<file path="config.mk">
export PLATFORM = sky130hd
export DESIGN_NAME = jbi_mout_dbg_arb
export DESIGN_NICKNAME = d
export VERILOG_FILES = /design/src/rtl/jbi_mout_dbg_arb_pkg.sv /design/src/rtl/jbi_mout_dbg_arb_pick.sv /design/src/rtl/jbi_mout_dbg_arb.sv
export SDC_FILE = /design/constraint.sdc
export NUM_CORES = 1
export LEC_CHECK = 0
export ABC_AREA = 1
export CAP_MARGIN = 20
export CORE_UTILIZATION = 40
export DETAILED_ROUTE_END_ITERATION = 12
export GPL_TIMING_DRIVEN = 0
export PLACE_DENSITY_LB_ADDON = 0.25
export REMOVE_ABC_BUFFERS = 1
export SLEW_MARGIN = 20
export SYNTH_ARGS = -nofsm -noshare
export SYNTH_HDL_FRONTEND = slang
export SYNTH_SLANG_ARGS = --single-unit
</file>
<file path="constraint.sdc">
create_clock -name clk -period 1.6 [get_ports clk]
set_input_delay 0.4 -clock clk [delete_from_list [all_inputs] [get_ports clk]]
set_output_delay 0.4 -clock clk [all_outputs]
set_load 0.02 [all_outputs]
</file>
<file path="src/rtl/jbi_mout_dbg_arb_pkg.sv">
// Shared jbi definitions for the mout debug-port arbiter: state encodings,
// default transfer length and CSR field widths.
package jbi_mout_dbg_arb_pkg;

  localparam int unsigned JBI_DBG_LEN_DEFAULT       = 2;
  localparam int unsigned JBI_NORM_LEN_WIDTH        = 3;
  localparam int unsigned JBI_CSR_DBG_PRI_LIM_WIDTH = 4;

  typedef enum logic [1:0] {
    StIdle     = 2'd0,
    StDbgXfer  = 2'd1,
    StNormXfer = 2'd2
  } arb_state_e;

  // Beat counter must hold both DBG_LEN-1 (up to 7) and the normal length field.
  function automatic int unsigned beat_width(int unsigned norm_len_w);
    return (norm_len_w > 3) ? norm_len_w : 3;
  endfunction

endpackage

</file>
<file path="src/rtl/jbi_mout_dbg_arb_pick.sv">
// Combinational winner selection for the mout JBus slot: debug queue versus
// normal mout traffic, including the priority-run starvation limit.
module jbi_mout_dbg_arb_pick #(
  parameter int unsigned PRI_LIM_W = 4
) (
  input  logic                 dbg_req_transparent,
  input  logic                 dbg_req_arbitrate,
  input  logic                 dbg_req_priority,
  input  logic                 mout_norm_req,
  input  logic                 last_dbg,
  input  logic [PRI_LIM_W-1:0] pri_run,
  input  logic [PRI_LIM_W-1:0] pri_limit,
  output logic                 win_dbg,
  output logic                 win_norm,
  output logic                 pri_win
);

  logic limit_hit;

  // Equality (not >=) so a limit lowered below the live count never matches.
  assign limit_hit = (pri_limit != '0) && (pri_run == pri_limit) && mout_norm_req;

  always_comb begin
    win_dbg  = 1'b0;
    win_norm = 1'b0;
    pri_win  = 1'b0;
    if (dbg_req_priority) begin
      if (!limit_hit) begin
        win_dbg = 1'b1;
        pri_win = 1'b1;
      end else begin
        win_norm = 1'b1;
      end
    end else if (dbg_req_arbitrate && mout_norm_req) begin
      win_dbg  = ~last_dbg;
      win_norm = last_dbg;
    end else if (mout_norm_req) begin
      win_norm = 1'b1;
    end else if (dbg_req_arbitrate || dbg_req_transparent) begin
      win_dbg = 1'b1;
    end
  end

endmodule

</file>
<file path="src/rtl/jbi_mout_dbg_arb.sv">
// JBus output-slot arbiter for mout: chooses between normal transactions and the
// debug queue, issues pop/grant pulses and sequences multi-cycle transfers.
module jbi_mout_dbg_arb
  import jbi_mout_dbg_arb_pkg::*;
#(
  parameter int unsigned DBG_LEN    = JBI_DBG_LEN_DEFAULT,
  parameter int unsigned NORM_LEN_W = JBI_NORM_LEN_WIDTH,
  parameter int unsigned PRI_LIM_W  = JBI_CSR_DBG_PRI_LIM_WIDTH
) (
  input  logic                  clk,
  input  logic                  rst_l,
  input  logic                  dbg_req_transparent,
  input  logic                  dbg_req_arbitrate,
  input  logic                  dbg_req_priority,
  input  logic                  mout_norm_req,
  input  logic [NORM_LEN_W-1:0] mout_norm_len,
  input  logic                  jbus_slot_avail,
  input  logic [PRI_LIM_W-1:0]  csr_jbi_debug_arb_pri_limit,
  output logic                  mout_dbg_pop,
  output logic                  mout_norm_gnt,
  output logic                  mout_sel_dbg,
  output logic                  mout_sel_norm,
  output logic                  arb_busy
);

  localparam int unsigned BeatW = beat_width(NORM_LEN_W);
  localparam logic [BeatW-1:0] DbgBeats = BeatW'(DBG_LEN - 1);

  arb_state_e           state_q, state_d;
  logic [BeatW-1:0]     beat_cnt_q, beat_cnt_d;
  logic                 last_dbg_q, last_dbg_d;
  logic [PRI_LIM_W-1:0] pri_run_q, pri_run_d;
  logic                 pop_q, pop_d;
  logic                 gnt_q, gnt_d;

  logic win_dbg, win_norm, pri_win;

  jbi_mout_dbg_arb_pick #(
    .PRI_LIM_W (PRI_LIM_W)
  ) u_pick (
    .dbg_req_transparent (dbg_req_transparent),
    .dbg_req_arbitrate   (dbg_req_arbitrate),
    .dbg_req_priority    (dbg_req_priority),
    .mout_norm_req       (mout_norm_req),
    .last_dbg            (last_dbg_q),
    .pri_run             (pri_run_q),
    .pri_limit           (csr_jbi_debug_arb_pri_limit),
    .win_dbg             (win_dbg),
    .win_norm            (win_norm),
    .pri_win             (pri_win)
  );

  always_comb begin
    state_d    = state_q;
    beat_cnt_d = beat_cnt_q;
    last_dbg_d = last_dbg_q;
    pri_run_d  = pri_run_q;
    pop_d      = 1'b0;
    gnt_d      = 1'b0;
    unique case (state_q)
      StIdle: begin
        if (jbus_slot_avail) begin
          if (win_dbg) begin
            state_d    = StDbgXfer;
            beat_cnt_d = DbgBeats;
            last_dbg_d = 1'b1;
            pop_d      = 1'b1;
          end else if (win_norm) begin
            state_d    = StNormXfer;
            beat_cnt_d = BeatW'(mout_norm_len);
            last_dbg_d = 1'b0;
            gnt_d      = 1'b1;
          end
          // Run length only counts priority wins that actually held off a normal request.
          if (win_norm || !mout_norm_req) begin
            pri_run_d = '0;
          end else if (pri_win && (pri_run_q != '1)) begin
            pri_run_d = pri_run_q + 1'b1;
          end
        end
      end
      StDbgXfer, StNormXfer: begin
        if (beat_cnt_q == '0) begin
          state_d = StIdle;
        end else begin
          beat_cnt_d = beat_cnt_q - 1'b1;
        end
      end
      default: state_d = StIdle;
    endcase
  end

  always_ff @(posedge clk) begin
    if (!rst_l) begin
      state_q    <= StIdle;
      beat_cnt_q <= '0;
      last_dbg_q <= 1'b0;
      pri_run_q  <= '0;
      pop_q      <= 1'b0;
      gnt_q      <= 1'b0;
    end else begin
      state_q    <= state_d;
      beat_cnt_q <= beat_cnt_d;
      last_dbg_q <= last_dbg_d;
      pri_run_q  <= pri_run_d;
      pop_q      <= pop_d;
      gnt_q      <= gnt_d;
    end
  end

  assign mout_dbg_pop  = pop_q;
  assign mout_norm_gnt = gnt_q;
  assign mout_sel_dbg  = (state_q == StDbgXfer);
  assign mout_sel_norm = (state_q == StNormXfer);
  assign arb_busy      = (state_q != StIdle);

  // Debug requests are expected one-hot; overlaps resolve priority > arbitrate > transparent.
  dbg_req_onehot: assert property (@(posedge clk) disable iff (!rst_l)
    $onehot0({dbg_req_transparent, dbg_req_arbitrate, dbg_req_priority}));

endmodule

</file>
==> impl_results.md, run 1 <==
- DRT Wirelength: 1930 microns
- Critical path class: register to primary output
- Routed Antenna Nets: 0
- Drt pass-1 iters: 4
- Post-Syn Area: 881 sq um
- Die area: 2390 sq um
- Worst skew pair latency: 0.27 ns
- Crit-path leading delay family: buffers and inverters
- CTS Buf Count: 3
- H-tree depth: 1
- Peak supply drop: 1130 uV
- Worst min path class: register to register
- Fmax achieved: 0.641 GHz
- Worst path slowest cell: clkdlybuf4s50_1
- Syn-to-layout area delta: 33.8%
- Slew Limit Fails: 0
- Final std cells w/o fill: 188
- Synth top area share: 27.3%
- Hold Vio Cnt, Final: 0
- Crit-path max FO: 1
- IO Pins: 19
- Syn avg cell area: 6.43 sq um
- Yosys cell types: 23
- Min Clock Period, post-route: 1.56 ns
- Placed cell area: 1090 sq um
- Vias/cell: 4.75
- Grt total ovfl: 0
- # clock sinks: 12
- Max Cap Viol: 0
- DIE WIDTH: 48.9 microns
- DRC: 0
- Cell count after synthesis: 137
- Iteration-0 DRC Markers: 2
- CTS Hold Buffers Added: 0
- Routed WL per cell: 10.3 microns
- Max-slew headroom: 79.3%
- Synth area leaders: dfxtp_1 27%, nand2_1 14%, inv_1 11%, ha_1 8.5%, a21oi_1 5.1%
- All-layer global routing usage: 16.7%
- Cell Chain, Critical Path: clkdlybuf4s50_1
- Final core utilization: 58.3%
- Crit. End Element: primary output
- Vias: 893
- Initial core utilization: 43.6%
- Root buffer cell: clkbuf_4
- # rows: 16
- Max incr delay on CP: 0.59 ns
- Critical Path RT: 1.20 ns
- Crit path launch type: register
- Synthesized flop and latch total: 12
- Bufs on Longest Clock Path: 2
- WP data arrival: 1.16 ns
- Sequential fraction of the synthesis area: 27.3%
- Worst-margin pin slew: 0.311 ns
- Hold slack: 0.532 ns
- Pleak: 0.629 nW
- Clk_skew: 0.00372 ns
- Core Area: 2020 sq um
- Final setup viols: 0
- Critical path buffers and inverters: 1
- DIE HEIGHT: 48.9 microns
- Post-route design area: 1180 sq um
- CTS tree: done
- Clk slew on worst S/H paths: 0.07 ns
- Synth area leader: dfxtp_1
- IO buf count: 18
- Initial antenna violation count: 0
- HPWL Detailed: 1420 microns
- Placed insts: 182
- Pwr per Cell Area: 1440 nW/um^2
- Final Cycle Share: 97.6%
- Synth warn: 0
- Number of global-route vias before repair: 785
- Layout cell share with drive strength beyond 1: 25.5%
- Ant diodes: 0
- Largest net degree at the start of global routing: 10
- First-pass GRT wire length: 3120 microns
- Nets: 183
- Status: complete, no violations
- Final GP Congestion: 0.767
==> cells by family after synthesis <==
kind of cell,Yosys count,share of synthesized area [%]
and+or+nand+nor,69,38.6
DFF,12,27.3
xor gates and xnor gates,1,0.994
AOI/OAI and AO/OA,21,12.6
buffers and inverters,28,11.9
adders and majority gates,6,8.52
==> synthesized netlist by cell type, drive strengths merged <==
master / number
xor2: 1
a21oi: 9
o22ai: 1
or2: 2
o21ai: 9
nor3: 1
inv: 27
nand4: 3
nand3: 12
dfxtp: 12
o211ai: 1
nor2: 14
clkinv: 1
o21bai: 1
nand2: 37
ha: 6
==> metrics by stage <==
stage	power [W]	setup slack (ns)	TNS (ns)
floorplan	0.00114	0.193	0
global placement	0.00136	-0.445	-4.74
detailed placement	0.00138	-0.465	-4.92
CTS	0.00158	-0.00747	-0.00747
global route	0.00185	-0.0264	-0.0280
finish	0.00169	0.0392	0
==> worst paths after layout <==
path | from | to | slack, ns | cells past startpoint
setup reg to reg | state_q[1]$_SDFFE_PN0P_ | beat_cnt_q[2]$_SDFFE_PN0P_ | 0.07 | 8
setup / recovery | mout_dbg_pop$_SDFF_PN0_ | mout_dbg_pop | 0.04 | 1
hold / removal | state_q[0]$_SDFFE_PN0P_ | state_q[0]$_SDFFE_PN0P_ | 0.53 | 2
hold reg to reg | state_q[0]$_SDFFE_PN0P_ | state_q[0]$_SDFFE_PN0P_ | 0.53 | 2
==> where the power goes <==
group	internal (W)	total [W]	switching, W
clock network	0.0000871	0.000177	0.0000902
logic	0.000445	0.00104	0.000600
registers	0.000397	0.000470	0.0000733
total	0.000929	0.00169	0.000763
==> state kept, by name, summed over array words and instances, names as in the netlist <==
signal,cells
beat_cnt_q,3
state_q,2
mout_norm_gnt,1
last_dbg_q,1
mout_dbg_pop,1
pri_run_q,4
==> timing repair <==
item                       4_1_cts  5_1_grt
resized for setup               18       24
setup endpoints to repair       14       13
buffers inserted                 2        1
pin swaps                        7       14
==> final cells by class <==
cell class,instances,area (sq um)
clock buffers,3,22.5
well taps,27,33.8
fillers,183,843
multi-input cells,97,578
inverters,28,105
flip-flops and latches,12,248
repair buffers,21,191
==> layer usage <==
layer | vias up | share of wire, % | routed length [microns] | global-route usage [%]
met2 | 19 | 50 | 967 | 28.7
met4 | 0 | 1.2 | 23 | 8.82
li1 | 482 | - | - | -
met3 | 2 | 3.3 | 64 | 2.80
met1 | 390 | 45 | 875 | 19.7
met5 | - | 0 | 0 | 0
==> cell usage in the layout (no fill, tap or decap), types with 3 or more instances in the layout <==
cell and n:
nand3_1 7, dfxtp_2 3, inv_1 21, o21ai_1 3
nand3_2 4, nor2_1 9, ha_1 5, o21ai_0 5
nand2_1 31, a21oi_1 8, inv_2 6, nand4_1 3
dlygate4sd2_1 3, dlymetal6s2s_1 4, buf_4 4, clkbuf_4 3
dfxtp_1 8, clkbuf_2 3, nand2_2 4, nor2_2 4
clkdlybuf4s50_1 7
Power figures use the tool's default switching activity.
==> run 2: changes to the inputs <==
--- a/config.mk
+++ b/config.mk
@@ -7,6 +7,7 @@
 export LEC_CHECK = 0
 export ABC_AREA = 1
 export CAP_MARGIN = 20
+export CORE_ASPECT_RATIO = 1.4
 export CORE_UTILIZATION = 40
 export DETAILED_ROUTE_END_ITERATION = 12
 export GPL_TIMING_DRIVEN = 0
==> run 2 against run 1 <==
  * Fmax rose by 1.3%
  * Critical endpoint is now mout_sel_dbg
  * Global-route usage rose by 0.30 points
  * Worst setup slack improved by 0.021 ns
  * Largest power group unchanged
  * Hold slack got worse by 0.011 ns
==> impl_results.md, run 2 (synthesized netlist as in run 1, its figures left out) <==
- Status: complete, no violations
- Max incr delay on CP: 0.34 ns (-0.25 ns)
- Final setup viols: 0 (unchanged)
- Most frequent cells in the layout: 33 x nand2_1, 22 x inv_1, 10 x nor2_1
- Layout cell share with drive strength beyond 1: 22.2% (-3.2 points)
- Largest Register: pri_run_q
- Max reg flops: 4 (unchanged)
- All-layer global routing usage: 17.0% (+0.30 points)
- Fmax achieved: 0.649 GHz (+1.3%)
- Worst min path class: register to register
- Clk_skew: 0.00370 ns (-0.0000194 ns)
- Pleak: 0.635 nW (+0.91%)
- DIE WIDTH: 41.7 microns (-15%)
- Crit path launch type: register
- Critical Path RT: 1.20 ns (about the same)
- IO Pins: 19 (unchanged)
- Crit-path max FO: 3 (+2)
- Cell Chain, Critical Path: inv_1, ha_1, clkdlybuf4s15_1
- IO buf count: 18 (unchanged)
- Worst skew pair latency: 0.28 ns (about the same)
- RSZ-0062 raised after global routing: true
- Syn-to-layout area delta: 31.3%
- Final std cells w/o fill: 183 (-2.7%)
- # clock sinks: 12 (unchanged)
- HPWL Detailed: 1440 microns (+1.3%)
- Clk slew on worst S/H paths: 0.07 ns (about the same)
- Final Cycle Share: 96.3% (-1.3 points)
- CTS Hold Buffers Added: 0 (unchanged)
- Hold Vio Cnt, Final: 0 (unchanged)
- CTS Buf Count: 3 (unchanged)
- Vias/cell: 4.84 (+1.9%)
- Number of global-route vias before repair: 823 (+4.8%)
- Max Cap Viol: 0 (unchanged)
- Worst path slowest cell: dfxtp_1
- WP data arrival: 1.14 ns (-0.02 ns)
- # rows: 19 (+3)
- Initial core utilization: 43.6% (about the same)
- Root buffer cell: clkbuf_4
- Critical path class: register to primary output
- Nets: 183 (unchanged)
- Final GP Congestion: 0.727 (-5.2%)
- Bufs on Longest Clock Path: 2 (unchanged)
- Worst-margin pin slew: 0.267 ns (-0.0438 ns)
- Placed insts: 176 (-3.3%)
- Filler cell count: 197 (+7.7%)
- Hold slack: 0.522 ns (-0.0108 ns)
- DRC: 0 (unchanged)
- Core Area: 2020 sq um (about the same)
- Grt total ovfl: 0 (unchanged)
- H-tree depth: 1 (unchanged)
- Largest net degree at the start of global routing: 10 (unchanged)
- Drt pass-1 iters: 4 (unchanged)
- Iteration-0 DRC Markers: 16 (+14)
- Slew Limit Fails: 0 (unchanged)
- Vias: 886 (-0.78%)
- Min Clock Period, post-route: 1.54 ns (-0.0207 ns)
- Routed WL per cell: 10.0 microns (-2.1%)
- Pwr per Cell Area: 1430 nW/um^2 (about the same)
- Crit. End Element: primary output
- Initial antenna violation count: 0 (unchanged)
- Commonest non-fill, non-tap cell in the layout: nand2_1
- DIE HEIGHT: 57.5 microns (+18%)
- Routed Antenna Nets: 0 (unchanged)
- Ant diodes: 0 (unchanged)
- CTS tree: done
- Peak supply drop: 783 uV (-31%)
- Max-slew headroom: 82.1% (+2.8 points)
- Die area: 2400 sq um (+0.12%)
- Biggest regs: pri_run_q: 4 flops, beat_cnt_q: 3 flops, state_q: 2 flops
- DRT Wirelength: 1840 microns (-4.7%)
- First-pass GRT wire length: 3170 microns (+1.8%)
==> run 2: path summary, 6_finish.rpt <==
| kind | from | endpoint | slack (ns) | depth (start not counted) |
|---|---|---|---|---|
| worst max-delay path | state_q[1]$_SDFFE_PN0P_ | mout_sel_dbg | 0.06 | 3 |
| worst max register to register | state_q[1]$_SDFFE_PN0P_ | beat_cnt_q[2]$_SDFFE_PN0P_ | 0.16 | 8 |
| worst min register to register | last_dbg_q$_SDFFE_PN0P_ | last_dbg_q$_SDFFE_PN0P_ | 0.52 | 2 |
| worst min-delay path | last_dbg_q$_SDFFE_PN0P_ | last_dbg_q$_SDFFE_PN0P_ | 0.52 | 2 |
==> run 2: final cells by class <==
cell class	instances	area (sq um)	area share [%]
multi-input combinational	97	552	47.7
timing repair buffer	21	191	16.6
inverter	28	105	9.09
tap	21	26.3	2.27
sequential	12	245	21.2
clock buffer	4	36.3	3.14
==> run 2: routing by layer <==
layer	share of wire (%)	routed length, microns	track usage, %	vias to the layer above
met5	0	0	0	-
met3	2.4	45	1.90	6
met1	42	772	18.0	384
met2	53	982	32.4	14
li1	-	-	-	482
met4	2.1	38	8.29	0
==> run 2: where the power goes <==
group	internal, W	leakage, nW	total, W	switching, W
Clock	0.000139	0.0210	0.000243	0.000105
Combinational	0.000388	0.513	0.000953	0.000565
Sequential	0.000395	0.100	0.000463	0.0000678
==> run 2: critical path, delay by kind of cell, from the launching register on <==
kind | cells | cell delay, ns
buf+inv | 2 | 0.35
flops | 1 | 0.34
fa+ha+maj | 1 | 0.17
==> run 2: timing repair <==
action / in CTS / in global routing
buffers inserted: 3 / 0
endpoints found under the setup margin: 14 / 13
resized for setup: 21 / 13
pin swaps: 14 / 3
==> run 2: per-stage QoR <==
step | total power [W] | setup TNS, ns | cell area, sq um | worst slack (ns) | utilization, %
floorplan | 0.00114 | 0 | 881 | 0.193 | -
global placement | 0.00136 | -4.83 | 1090 | -0.450 | 53.8
detailed placement | 0.00139 | -4.92 | 1090 | -0.450 | 53.8
CTS | 0.00164 | 0 | 1150 | 0.00244 | 56.9
global route | 0.00183 | 0 | 1160 | 0.000351 | 57.2
finish | 0.00166 | 0 | 1160 | 0.0598 | 57.2
